**src/rtl/sdram_arb_pkg.sv**
```systemverilog
// Shared constants, FSM state type and helpers for the SDRAM port arbiter.
package sdram_arb_pkg;
    localparam int ADDR_W = 22;
    localparam int DATA_W = 16;

    localparam logic [1:0] CMD_IDLE  = 2'd0;
    localparam logic [1:0] CMD_WRITE = 2'd1;
    localparam logic [1:0] CMD_READ  = 2'd2;

    typedef enum logic [1:0] {
        IDLE  = 2'd0,
        ISSUE = 2'd1,
        BURST = 2'd2
    } state_t;

    // Position of the set bit in a one-hot vector of up to 8 ports (0 when empty).
    function automatic logic [2:0] oh_to_idx(input logic [7:0] oh);
        logic [2:0] idx;
        idx = 3'd0;
        for (int i = 0; i < 8; i++) begin
            if (oh[i]) idx = 3'(i);
        end
        return idx;
    endfunction
endpackage

```
**src/rtl/sdram_arbiter_rr_picker.sv**
```systemverilog
// Round-robin picker: first request at or after ptr+1 (wrapping) wins, reported one-hot.
module rr_picker #(
    parameter int N     = 2,
    parameter int PTR_W = 1
) (
    input  logic [N-1:0]     req,
    input  logic [PTR_W-1:0] ptr,
    output logic [N-1:0]     winner,
    output logic             valid
);

    always_comb begin
        logic [PTR_W-1:0] idx;
        winner = '0;
        valid  = 1'b0;
        idx    = ptr;
        for (int i = 0; i < N; i++) begin
            idx = (idx == PTR_W'(N - 1)) ? '0 : idx + PTR_W'(1);
            if (!valid && req[idx]) begin
                winner[idx] = 1'b1;
                valid       = 1'b1;
            end
        end
    end

endmodule

```
**src/rtl/sdram_arbiter.sv**
```systemverilog
// Round-robin arbiter sharing one SDRAM controller between NUM_PORTS requesters.
// Define SDRAM_ARB_PRIORITY_EN to give port 0 strict priority over the round-robin ports.
module sdram_arbiter
    import sdram_arb_pkg::*;
#(
    parameter int NUM_PORTS = 2,
    parameter int BURST_LEN = 1
) (
    input  logic                              clk,
    input  logic                              reset,
    input  logic [NUM_PORTS-1:0]              req,
    input  logic [NUM_PORTS-1:0]              req_write,
    input  logic [NUM_PORTS-1:0][ADDR_W-1:0]  req_address,
    input  logic [NUM_PORTS-1:0][DATA_W-1:0]  req_data_write,
    output logic [NUM_PORTS-1:0]              grant,
    output logic [NUM_PORTS-1:0]              port_data_next,
    output logic [NUM_PORTS-1:0]              port_data_ready,
    output logic [DATA_W-1:0]                 port_data_read,
    output logic [NUM_PORTS-1:0]              port_done,
    output logic [1:0]                        command,
    output logic [ADDR_W-1:0]                 data_address,
    output logic [DATA_W-1:0]                 data_write,
    input  logic [DATA_W-1:0]                 data_read,
    input  logic                              data_ready,
    input  logic                              data_next,
    output logic [1:0]                        fsm_state
);

    localparam int PTR_W = $clog2(NUM_PORTS);
    localparam int CNT_W = $clog2(BURST_LEN + 1);

    state_t               state_q, state_d;
    logic [PTR_W-1:0]     winner_q, ptr_q, win_idx;
    logic                 write_q;
    logic [ADDR_W-1:0]    addr_q;
    logic [CNT_W-1:0]     cnt_q;
    logic [NUM_PORTS-1:0] pick_req, pick_oh, win_oh, win_sel;
    logic                 pick_valid, win_valid, ptr_load;
    logic                 active, beat, last_beat;

    rr_picker #(.N(NUM_PORTS), .PTR_W(PTR_W)) u_picker (
        .req    (pick_req),
        .ptr    (ptr_q),
        .winner (pick_oh),
        .valid  (pick_valid)
    );

`ifdef SDRAM_ARB_PRIORITY_EN
    // Port 0 bypasses the rotation and never moves the pointer.
    assign pick_req  = {req[NUM_PORTS-1:1], 1'b0};
    assign win_oh    = req[0] ? NUM_PORTS'(1) : pick_oh;
    assign win_valid = req[0] | pick_valid;
    assign ptr_load  = (winner_q != '0);
`else
    assign pick_req  = req;
    assign win_oh    = pick_oh;
    assign win_valid = pick_valid;
    assign ptr_load  = 1'b1;
`endif

    assign win_idx = PTR_W'(oh_to_idx(8'(win_oh)));
    assign win_sel = NUM_PORTS'(1) << winner_q;

    // A beat is a single-cycle strobe from the controller (data_next for writes,
    // data_ready for reads); it only counts while a transaction owns the controller
    // and only when it matches the latched direction.
    assign active    = (state_q == ISSUE) || (state_q == BURST);
    assign beat      = active && (write_q ? data_next : data_ready);
    assign last_beat = beat && (cnt_q == CNT_W'(BURST_LEN - 1));

    always_ff @(posedge clk or posedge reset) begin
        if (reset) state_q <= IDLE;
        else       state_q <= state_d;
    end

    always_comb begin
        state_d = state_q;
        case (state_q)
            IDLE:    if (win_valid) state_d = ISSUE;
            ISSUE:   if (beat) state_d = last_beat ? IDLE : BURST;
            BURST:   if (last_beat) state_d = IDLE;
            default: state_d = IDLE;
        endcase
    end

    always_ff @(posedge clk or posedge reset) begin
        if (reset) begin
            winner_q <= '0;
            write_q  <= 1'b0;
            addr_q   <= '0;
            ptr_q    <= PTR_W'(NUM_PORTS - 1);
            cnt_q    <= '0;
        end else if (state_q == IDLE) begin
            cnt_q <= '0;
            if (win_valid) begin
                winner_q <= win_idx;
                write_q  <= req_write[win_idx];
                addr_q   <= req_address[win_idx];
            end
        end else if (last_beat) begin
            cnt_q <= '0;
            if (ptr_load) ptr_q <= winner_q;
        end else if (beat) begin
            cnt_q <= cnt_q + CNT_W'(1);
        end
    end

    always_comb begin
        command         = CMD_IDLE;
        data_address    = '0;
        grant           = '0;
        port_data_next  = '0;
        port_data_ready = '0;
        port_done       = '0;
        if (state_q == ISSUE) begin
            command      = write_q ? CMD_WRITE : CMD_READ;
            data_address = addr_q;
        end
        if (active) grant = win_sel;
        if (active && write_q && data_next) port_data_next = win_sel;
        if (active && !write_q && data_ready) port_data_ready = win_sel;
        if (last_beat) port_done = win_sel;
    end

    assign data_write     = req_data_write[winner_q];
    assign port_data_read = data_read;
    assign fsm_state      = state_q;

endmodule

```
**config.mk**
```make
export PLATFORM = sky130hd
export DESIGN_NAME = sdram_arbiter
export DESIGN_NICKNAME = d
export VERILOG_FILES = /design/src/rtl/sdram_arb_pkg.sv /design/src/rtl/sdram_arbiter_rr_picker.sv /design/src/rtl/sdram_arbiter.sv
export SDC_FILE = /design/constraint.sdc
export NUM_CORES = 1
export LEC_CHECK = 0
export ABC_AREA = 1
export CAP_MARGIN = 30
export CORE_ASPECT_RATIO = 1.25
export CORE_MARGIN = 2
export CORE_UTILIZATION = 30
export CTS_CLUSTER_SIZE = 40
export DETAILED_ROUTE_END_ITERATION = 16
export GPL_TIMING_DRIVEN = 0
export PLACE_DENSITY = 0.77
export SLEW_MARGIN = 20
export SYNTH_ARGS = -nofsm -noshare
export SYNTH_HDL_FRONTEND = slang
export SYNTH_HIERARCHICAL = 1
export SYNTH_SLANG_ARGS = --single-unit
```
**constraint.sdc**
```tcl
create_clock -name clk -period 1.5 [get_ports clk]
set_clock_uncertainty 0.1 [all_clocks]
set_input_delay 0.3 -clock clk [delete_from_list [all_inputs] [get_ports clk]]
set_output_delay 0.3 -clock clk [all_outputs]
set_load 0.05 [all_outputs]
```
==> impl_metrics.toml, run 1 <==
[synthesis]
syn_inst = 296
syn_area_um2 = 2024
yosysWarnings = 6
syn_nets = 399
synth.avg_cell_area_um2 = 6.839

[status]
violations = "negative setup slack"
status = "finished, violations left"

[timing]
fin_ws_ps = -498.3
fin_crit_sh_pct = 133.2
slew_headroom_pct = 53.44
max_freq_ghz = 0.5004
worstMarginPinSlew_ps = 697.6
period_needed_ps = 1998
maxSlewViolCount = 0
hold_viol_final = 0
rsz0062_at_grt = "true"
hold_slack_ps = 336.1
fin_setup_tns_ps = -18230
setup_viol = 53

[placement]
hpwl_mm = 5.422
placed_area_um2 = 3926
port_buffers = 149
globalplace.congestion = 0.7418
pre_cts_slack_ps = -942.8

[final_layout]
nNetsFinal = 581
n_antenna_cell = 0
area_delta_synth_final_pct = 131.0
fin_area_um2 = 4676
drive_above_1_share_pct = 55.56

[power]
power.density_nw_per_um2 = 2173
switching_power_uw = 5370
p_int_uw = 4791
ir_drop_v = 0.001168
seqPwrFrac_pct = 14.1
switching_share_pct = 52.85
p_comb_share_pct = 81.2
clockPowerShare_pct = 4.7
p_leak_uw = 0.002009
finalPower_uw = 10160

[detailed_routing]
vias = 2504
wl_per_cell_um = 13.04
ant_nets = 0
firstDrtPassIters = 4
drt_iter0_drc = 56
wl_mm = 7.356
viasPerCell = 4.440
drc = 0

[setup_path]
crit_path_end = "port_done[1]"
cp.required_ps = 1100
rr_endpoint = "fsm_state[0]$_DFFE_PP0P_"
cp.arrival_ps = 1600
path_max_fanout = 4
reg2reg_from = "fsm_state[0]$_DFFE_PP0P_"
worstSetupStartpoint = "fsm_state[0]$_DFFE_PP0P_"
end_kind = "output port"
ff2ff_setup_slack_ps = -270
ff2ff_path_depth = 11
crit_path_start_kind = "flop"
crit_type = "reg -> out"

[cts]
ctsHoldBuffers = 0
clock_sinks = 28
clk_latency_ps = 270
cts-htree-levels = 1
cts_max_path_buffers = 2
clkTransAtPathRegs_ps = 100
root_buffer = "clkbuf_8"
cts_tree = "yes"
numCtsBuffers = 3

[floorplan]
dieArea_um2 = 7426
core_um2 = 6565
die_w_um = 77.48
core.rowCount = 33
ioPinCount = 166
die_y_um = 95.85
initial_utilization_pct = 30.84

[grt]
grt_usage_pct = 18.68
antenna_found_initial = 0
grt_pass1_vias = 2439
grt_pass1_wl_mm = 11.16
grt_max_degree = 18
grt_overflow = 0

[job]
drv_cap = 0

[min_path]
worstHoldPathType = "in -> async"
## placed cells by master (no fill, tap or decap), types with 2 or more instances in the layout
cell type and count:
inv_4 2, dlygate4sd2_1 17, o21ai_0 2, clkinvlp_4 24, a21oi_4 4, dfrtp_1 24, nor2_4 4, buf_4 34
inv_1 8, nand2_2 45, nor2_2 6, buf_8 17, a21oi_1 8, nand3_1 3, nand2_1 41, nand2_8 2
clkbuf_8 4, buf_6 52, buf_12 4, inv_2 3, nand3_4 2, nand2_4 20, ha_1 2, dfrtp_2 3
clkdlybuf4s50_1 82, a21oi_2 34, nor2_1 22
## routing by layer
metal / vias up / track usage, % / wire length [µm]
li1: 1248 / - / -
met1: 1135 / 21.82 / 2733
met2: 117 / 35.22 / 3959
met3: 4 / 3.846 / 619
met4: 0 / 4.167 / 44
met5: - / 0 / 0
## metrics by stage
stage	utilization, %	instances
global placement	59.58	532
global route	71.22	564
CTS	67.07	558
finish	71.22	564
detailed placement	59.81	533
floorplan	-	296
## timing repair
item,in CTS,in global routing
pin swaps,6,9
endpoints found under the hold margin,0,0
gates resized for setup,416,77
gates cloned,2,0
buffers inserted,21,10
endpoints found under the setup margin,91,71
## worst min path at each step
stage,start,endpoint,slack (ps),depth (start not counted)
after global placement,ptr_q$_DFFE_PP1P_,ptr_q$_DFFE_PP1P_,370,2
after CTS,reset,addr_q[3]$_DFFE_PP0P_,350,2
after floorplan,reset,addr_q[0]$_DFFE_PP0P_,260,1
after detailed placement,ptr_q$_DFFE_PP1P_,ptr_q$_DFFE_PP1P_,370,2
after global routing,reset,addr_q[3]$_DFFE_PP0P_,380,2
final,reset,addr_q[3]$_DFFE_PP0P_,340,2
## area by class of cell
class,instances,area [µm²]
fillers,520,1889
repair buffers,179,1878
multi-input cells,200,1408
flip-flops and latches,28,705.7
plain buffers,28,277.8
inverters,37,235.2
well taps,87,108.9
clock buffers,4,55.05
repair inverters,1,7.507
## power by group through the flow
stage / sequential [µW] / combinational, µW / clock, µW
floorplan: 1450 / 4690 / 0
global placement: 1390 / 6450 / 0
detailed placement: 1420 / 6550 / 0
CTS: 1440 / 7690 / 488
global route: 1480 / 8760 / 513
finish: 1430 / 8250 / 474
## worst max-delay path, cell delays in order (launching register included)
cell	delay [ps]
dfrtp_2	410
inv_2	60
ha_4	300
nand3_4	110
nand2_4	120
nand2_8	70
nor2_4	100
buf_8	150
## sequential cells by signal, indices dropped and copies added, names as in the netlist
signal,count
cnt_q,1
write_q,1
ptr_q,1
addr_q,22
winner_q,1
fsm_state,2
Note: power is estimated with default switching activity, not from simulation.
==> run 2, diff against run 1 <==
--- a/config.mk
+++ b/config.mk
@@ -13,8 +13,8 @@
 export CTS_CLUSTER_SIZE = 40
 export DETAILED_ROUTE_END_ITERATION = 16
 export GPL_TIMING_DRIVEN = 0
+export HOLD_SLACK_MARGIN = 0.03
 export PLACE_DENSITY = 0.77
-export SLEW_MARGIN = 20
 export SYNTH_ARGS = -nofsm -noshare
 export SYNTH_HDL_FRONTEND = slang
 export SYNTH_HIERARCHICAL = 1
==> run 2 against run 1 <==
  * Worst setup slack lost 5.9 ps
  * The flow still finishes with violations (negative setup slack)
  * Combinational power grew 7.4%
  * Clock power shrank 2%
  * Critical endpoint unchanged
  * Critical path depth is the same
  * Largest power group unchanged
  * Register-to-register slack gained 140 ps
  * Highest routed layer unchanged
  * Maximum frequency shrank 0.29%
==> impl_metrics.toml, run 2 (synthesized netlist as in run 1, its figures left out) <==
[status]
status = "finished, violations left"
violations = "negative setup slack"

[grt]
grt_pass1_vias = 2579
grt_pass1_wl_mm = 12.02
antenna_found_initial = 0
grt_max_degree = 22
grt_usage_pct = 20.21
gr-usage-met3_pct = 3.471
gr-usage-met1_pct = 22.92
globalRoute.busiestLayer = "met2"
use_met2_pct = 39.35
grt_overflow = 0

[cts]
clkTransAtPathRegs_ps = 90
numCtsBuffers = 3
clock_sinks = 28
root_buffer = "clkbuf_8"
cts_max_path_buffers = 2
cts-htree-levels = 1
ctsHoldBuffers = 0
clk_latency_ps = 270
cts_tree = "yes"

[placement]
port_buffers = 149
pre_cts_slack_ps = -941.1
hpwl_mm = 5.429
globalplace.congestion = 0.7418

[setup_path]
crit_path_start_kind = "flop"
worstSetupStartpoint = "fsm_state[0]$_DFFE_PP0P_"
cp.arrival_ps = 1600
crit_type = "reg -> out"
path_max_fanout = 4
reg2reg_from = "fsm_state[0]$_DFFE_PP0P_"
end_kind = "output port"
cp.required_ps = 1100

[final_layout]
final_common_cell = "clkdlybuf4s50_1"
drive_above_1_share_pct = 56.88
largest_register_ffs = 22
n_antenna_cell = 0
top_register = "addr_q"
nNetsFinal = 584
final_cell_mix = "82 x clkdlybuf4s50_1, 42 x buf_8, 42 x nand2_2, 38 x nand2_1, 36 x a21oi_2"
area_delta_synth_final_pct = 141.0

[timing]
max_freq_ghz = 0.4990
hold_slack_ps = 218.9
rsz0062_at_grt = "true"
worstMarginPinSlew_ps = 494.0
fin_crit_sh_pct = 133.6
fin_ws_ps = -504.1
maxSlewViolCount = 0
setup_viol = 51
hold_viol_final = 0
period_needed_ps = 2004
slew_headroom_pct = 67.20
fin_setup_tns_ps = -18170

[floorplan]
ioPinCount = 166
die_w_um = 77.48
dieArea_um2 = 7426
die_y_um = 95.85
core_um2 = 6565
core.rowCount = 33
initial_utilization_pct = 30.84

[power]
power.density_nw_per_um2 = 2209
ir_drop_v = 0.001198
finalPower_uw = 10780
p_leak_uw = 0.002094

[detailed_routing]
drt_iter0_drc = 108
viasPerCell = 4.580
wl_mm = 7.897
vias = 2597
firstDrtPassIters = 4
wl_per_cell_um = 13.93
ant_nets = 0
drc = 0

[job]
drv_cap = 0

[min_path]
worstHoldPathType = "in -> async"
## run 2: cell types whose count changed in the layout (fill, tap and decap cells not counted), sizes merged
cell           delta
buf               +4
clkdlybuf4s15     -1
## run 2: repair_timing
action,CTS,global route
setup buffers,22,7
gates cloned,3,0
endpoints found under the setup margin,92,71
pin swaps,11,8
gates resized for setup,453,81
endpoints found under the hold margin,0,0
## run 2: through the flow
step / cell area, µm² / util [%] / cells
4_1_cts: 4542 / 69.18 / 561
6_report: 4878 / 74.31 / 567
5_1_grt: 4878 / 74.31 / 567
2_1_floorplan: 2311 / - / 296
3_3_place_gp: 3911 / 59.58 / 532
3_5_place_dp: 3939 / 60.00 / 533
## run 2: layout make-up
type,count,area (µm²)
timing repair buffer,180,2001
fill,455,1687
multi-input combinational,200,1448
sequential,28,705.7
buffer,30,307.8
inverter,37,245.2
tap,87,108.9
clock buffer,4,55.05
timing repair inverter,1,7.507
## run 2: path summary, 6_finish.rpt
kind | endpoint | slack [ps] | cells past startpoint
hold / removal | addr_q[1]$_DFFE_PP0P_ | 220 | 2
min in group clk | ptr_q$_DFFE_PP1P_ | 390 | 2
max in group asynchronous | ptr_q$_DFFE_PP1P_ | 560 | 3
setup / recovery | port_done[1] | -500 | 7
setup reg to reg | fsm_state[1]$_DFFE_PP0P_ | -130 | 10
hold reg to reg | ptr_q$_DFFE_PP1P_ | 390 | 2
## run 2: worst max-delay path, stage by stage (launching register included)
cell     delay [ps]
dfrtp_2         410
inv_2            60
ha_4            300
nand3_4         100
nand2_4         130
nand2_8          70
nor2_4          100
buf_8           150
## run 2: layer usage
| metal | wire (µm) | up-vias |
|---|---|---|
| met3 | 521 | 6 |
| li1 | - | 1255 |
| met2 | 4319 | 133 |
| met1 | 2981 | 1203 |
| met5 | 0 | - |
| met4 | 74 | 0 |
## run 2: report_power, final
part	internal [µW]	total (µW)	switching [µW]
Combinational	3800	8860	5060
Clock	235	466	231
Sequential	1140	1450	310
==> run 3, diff against run 2 <==
--- a/config.mk
+++ b/config.mk
@@ -8,13 +8,14 @@
 export ABC_AREA = 1
 export CAP_MARGIN = 30
 export CORE_ASPECT_RATIO = 1.25
-export CORE_MARGIN = 2
 export CORE_UTILIZATION = 30
 export CTS_CLUSTER_SIZE = 40
 export DETAILED_ROUTE_END_ITERATION = 16
 export GPL_TIMING_DRIVEN = 0
 export HOLD_SLACK_MARGIN = 0.03
+export MAX_ROUTING_LAYER = met4
 export PLACE_DENSITY = 0.77
+export SLEW_MARGIN = 20
 export SYNTH_ARGS = -nofsm -noshare
 export SYNTH_HDL_FRONTEND = slang
 export SYNTH_HIERARCHICAL = 1
==> run 3 against run 2 <==
  * The flow still finishes with violations (negative setup slack)
  * Hold slack improved by 15 ps
  * Sequential cell count unchanged
  * Count of clock-buffer cells in the layout fell by 1
  * Cell count is 0.53% lower
  * Final area fell by 0.46%
  * Sequential power about the same
  * Non-clock buffer count shrank 3
  * Worst setup slack got worse by 0.87 ps
  * Critical path depth stayed put
  * Routed wire length increased by 5.5%
  * Maximum frequency about the same
  * Critical path type unchanged
  * Critical endpoint unchanged
  * Largest cell class unchanged
==> impl_metrics.toml, run 3 (synthesized netlist as in run 1, its figures left out) <==
[setup_path]
path_max_fanout = 4
crit_path_start_kind = "flop"
cp.arrival_ps = 1610
ff2ff_setup_slack_ps = -180
end_kind = "output port"
reg2reg_from = "fsm_state[0]$_DFFE_PP0P_"
ff2ff_path_depth = 9
cp.required_ps = 1100
crit_type = "reg -> out"
rr_endpoint = "fsm_state[1]$_DFFE_PP0P_"

[power]
power.density_nw_per_um2 = 2213
seqPwrFrac_pct = 13.6
switching_share_pct = 52.37
ir_drop_v = 0.001434
p_int_uw = 5119
clockPowerShare_pct = 5.7
p_comb_share_pct = 80.7
switching_power_uw = 5629
finalPower_uw = 10750
p_leak_uw = 0.002116

[grt]
grt_pass1_wl_mm = 11.94
grt_usage_pct = 22.71
grt_overflow = 0
grt_max_degree = 18
antenna_found_initial = 0
grt_pass1_vias = 2643

[placement]
port_buffers = 149
pre_cts_slack_ps = -938.3
globalplace.congestion = 0.8117
hpwl_mm = 5.541

[timing]
slew_headroom_pct = 65.55
fin_crit_sh_pct = 133.7
period_needed_ps = 2005
hold_viol_final = 0
hold_slack_ps = 233.4
rsz0062_at_grt = "true"
setup_viol = 51
maxSlewViolCount = 0
worstMarginPinSlew_ps = 518.7
fin_ws_ps = -505.0
fin_setup_tns_ps = -17550
max_freq_ghz = 0.4988

[detailed_routing]
wl_mm = 8.333
wl_per_cell_um = 14.77
drt_iter0_drc = 58
firstDrtPassIters = 4
ant_nets = 0
drc = 0
vias = 2555
viasPerCell = 4.530

[cts]
numCtsBuffers = 3
clkTransAtPathRegs_ps = 100
cts_max_path_buffers = 2
cts_tree = "yes"
root_buffer = "clkbuf_8"
ctsHoldBuffers = 0
cts-htree-levels = 1
clock_sinks = 28
clk_latency_ps = 280

[final_layout]
top_register = "addr_q"
nNetsFinal = 581
final_common_cell = "clkdlybuf4s50_1"
final_cell_mix = "82 x clkdlybuf4s50_1, 41 x nand2_2, 40 x buf_6, 34 x buf_4, 34 x nand2_4"
finish.utilization_pct = 74.43
area_delta_synth_final_pct = 139.9
drive_above_1_share_pct = 59.33
n_antenna_cell = 0
largest_register_ffs = 22

[min_path]
worstHoldPathType = "in -> async"

[floorplan]
core_um2 = 6524
core.rowCount = 33
initial_utilization_pct = 31.03
die_y_um = 93.85
dieArea_um2 = 7083
ioPinCount = 166
die_w_um = 75.48

[status]
status = "finished, violations left"
violations = "negative setup slack"

[job]
drv_cap = 0
run 3: cell count changes in the layout (fill, tap and decap cells not counted), moves of 2 or more:
cell	previous run	this run
nand2_4	26	34
nor2_2	3	15
a21oi_2	36	33
buf_16	2	0
nor2_1	22	11
buf_8	42	23
a21oi_1	8	12
clkbuf_16	0	2
buf_12	4	7
buf_6	28	40
inv_2	3	5
nand2_1	38	31
run 3: layout make-up:
class	count	area [µm²]
plain buffers	27	261.5
fillers	502	1668
repair inverters	1	7.507
repair buffers	180	1959
inverters	37	242.7
flip-flops and latches	28	705.7
well taps	87	108.9
clock buffers	3	41.29
clock inverters	1	30.03
multi-input cells	200	1499
run 3: power by group through the flow:
stage / Sequential [µW] / Clock (µW) / Combinational (µW)
global route: 1490 / 651 / 9190
floorplan: 1450 / 0 / 4690
CTS: 1420 / 630 / 7820
global placement: 1390 / 0 / 6480
finish: 1460 / 614 / 8680
detailed placement: 1410 / 0 / 6560
run 3: worst max path at each step:
stage,to,start
3_5_place_dp,port_done[0],data_ready
6_report,port_done[1],fsm_state[0]$_DFFE_PP0P_
3_3_place_gp,port_done[0],data_ready
5_1_grt,port_done[1],fsm_state[0]$_DFFE_PP0P_
4_1_cts,port_done[0],fsm_state[0]$_DFFE_PP0P_
2_1_floorplan,port_done[0],fsm_state[1]$_DFFE_PP0P_
run 3: worst max-delay path: stages (launching register included):
cell	delay (ps)
dfrtp_2	400
inv_2	50
ha_4	300
nand3_4	110
nand2_4	110
nand2_8	60
nor2_4	130
buf_8	160
run 3: timing repair:
action	4_1_cts	5_1_grt
resized for setup	424	108
pin swaps	8	14
cloned	2	2
setup buffers	21	8
hold endpoints to repair	0	0
endpoints found under the setup margin	92	75
run 3: through the flow:
stage / cells / area [µm²]
3_3_place_gp: 532 / 3911
2_1_floorplan: 296 / 2311
5_1_grt: 564 / 4856
3_5_place_dp: 533 / 3926
6_report: 564 / 4856
4_1_cts: 559 / 4479
run 3: per-layer routing:
metal	track usage, %	up-vias	part of all wire, %
met5	-	-	0
met4	5.093	0	1.4
met3	4.292	11	8.6
met2	42.41	121	53
met1	24.12	1181	37
li1	-	1242	-
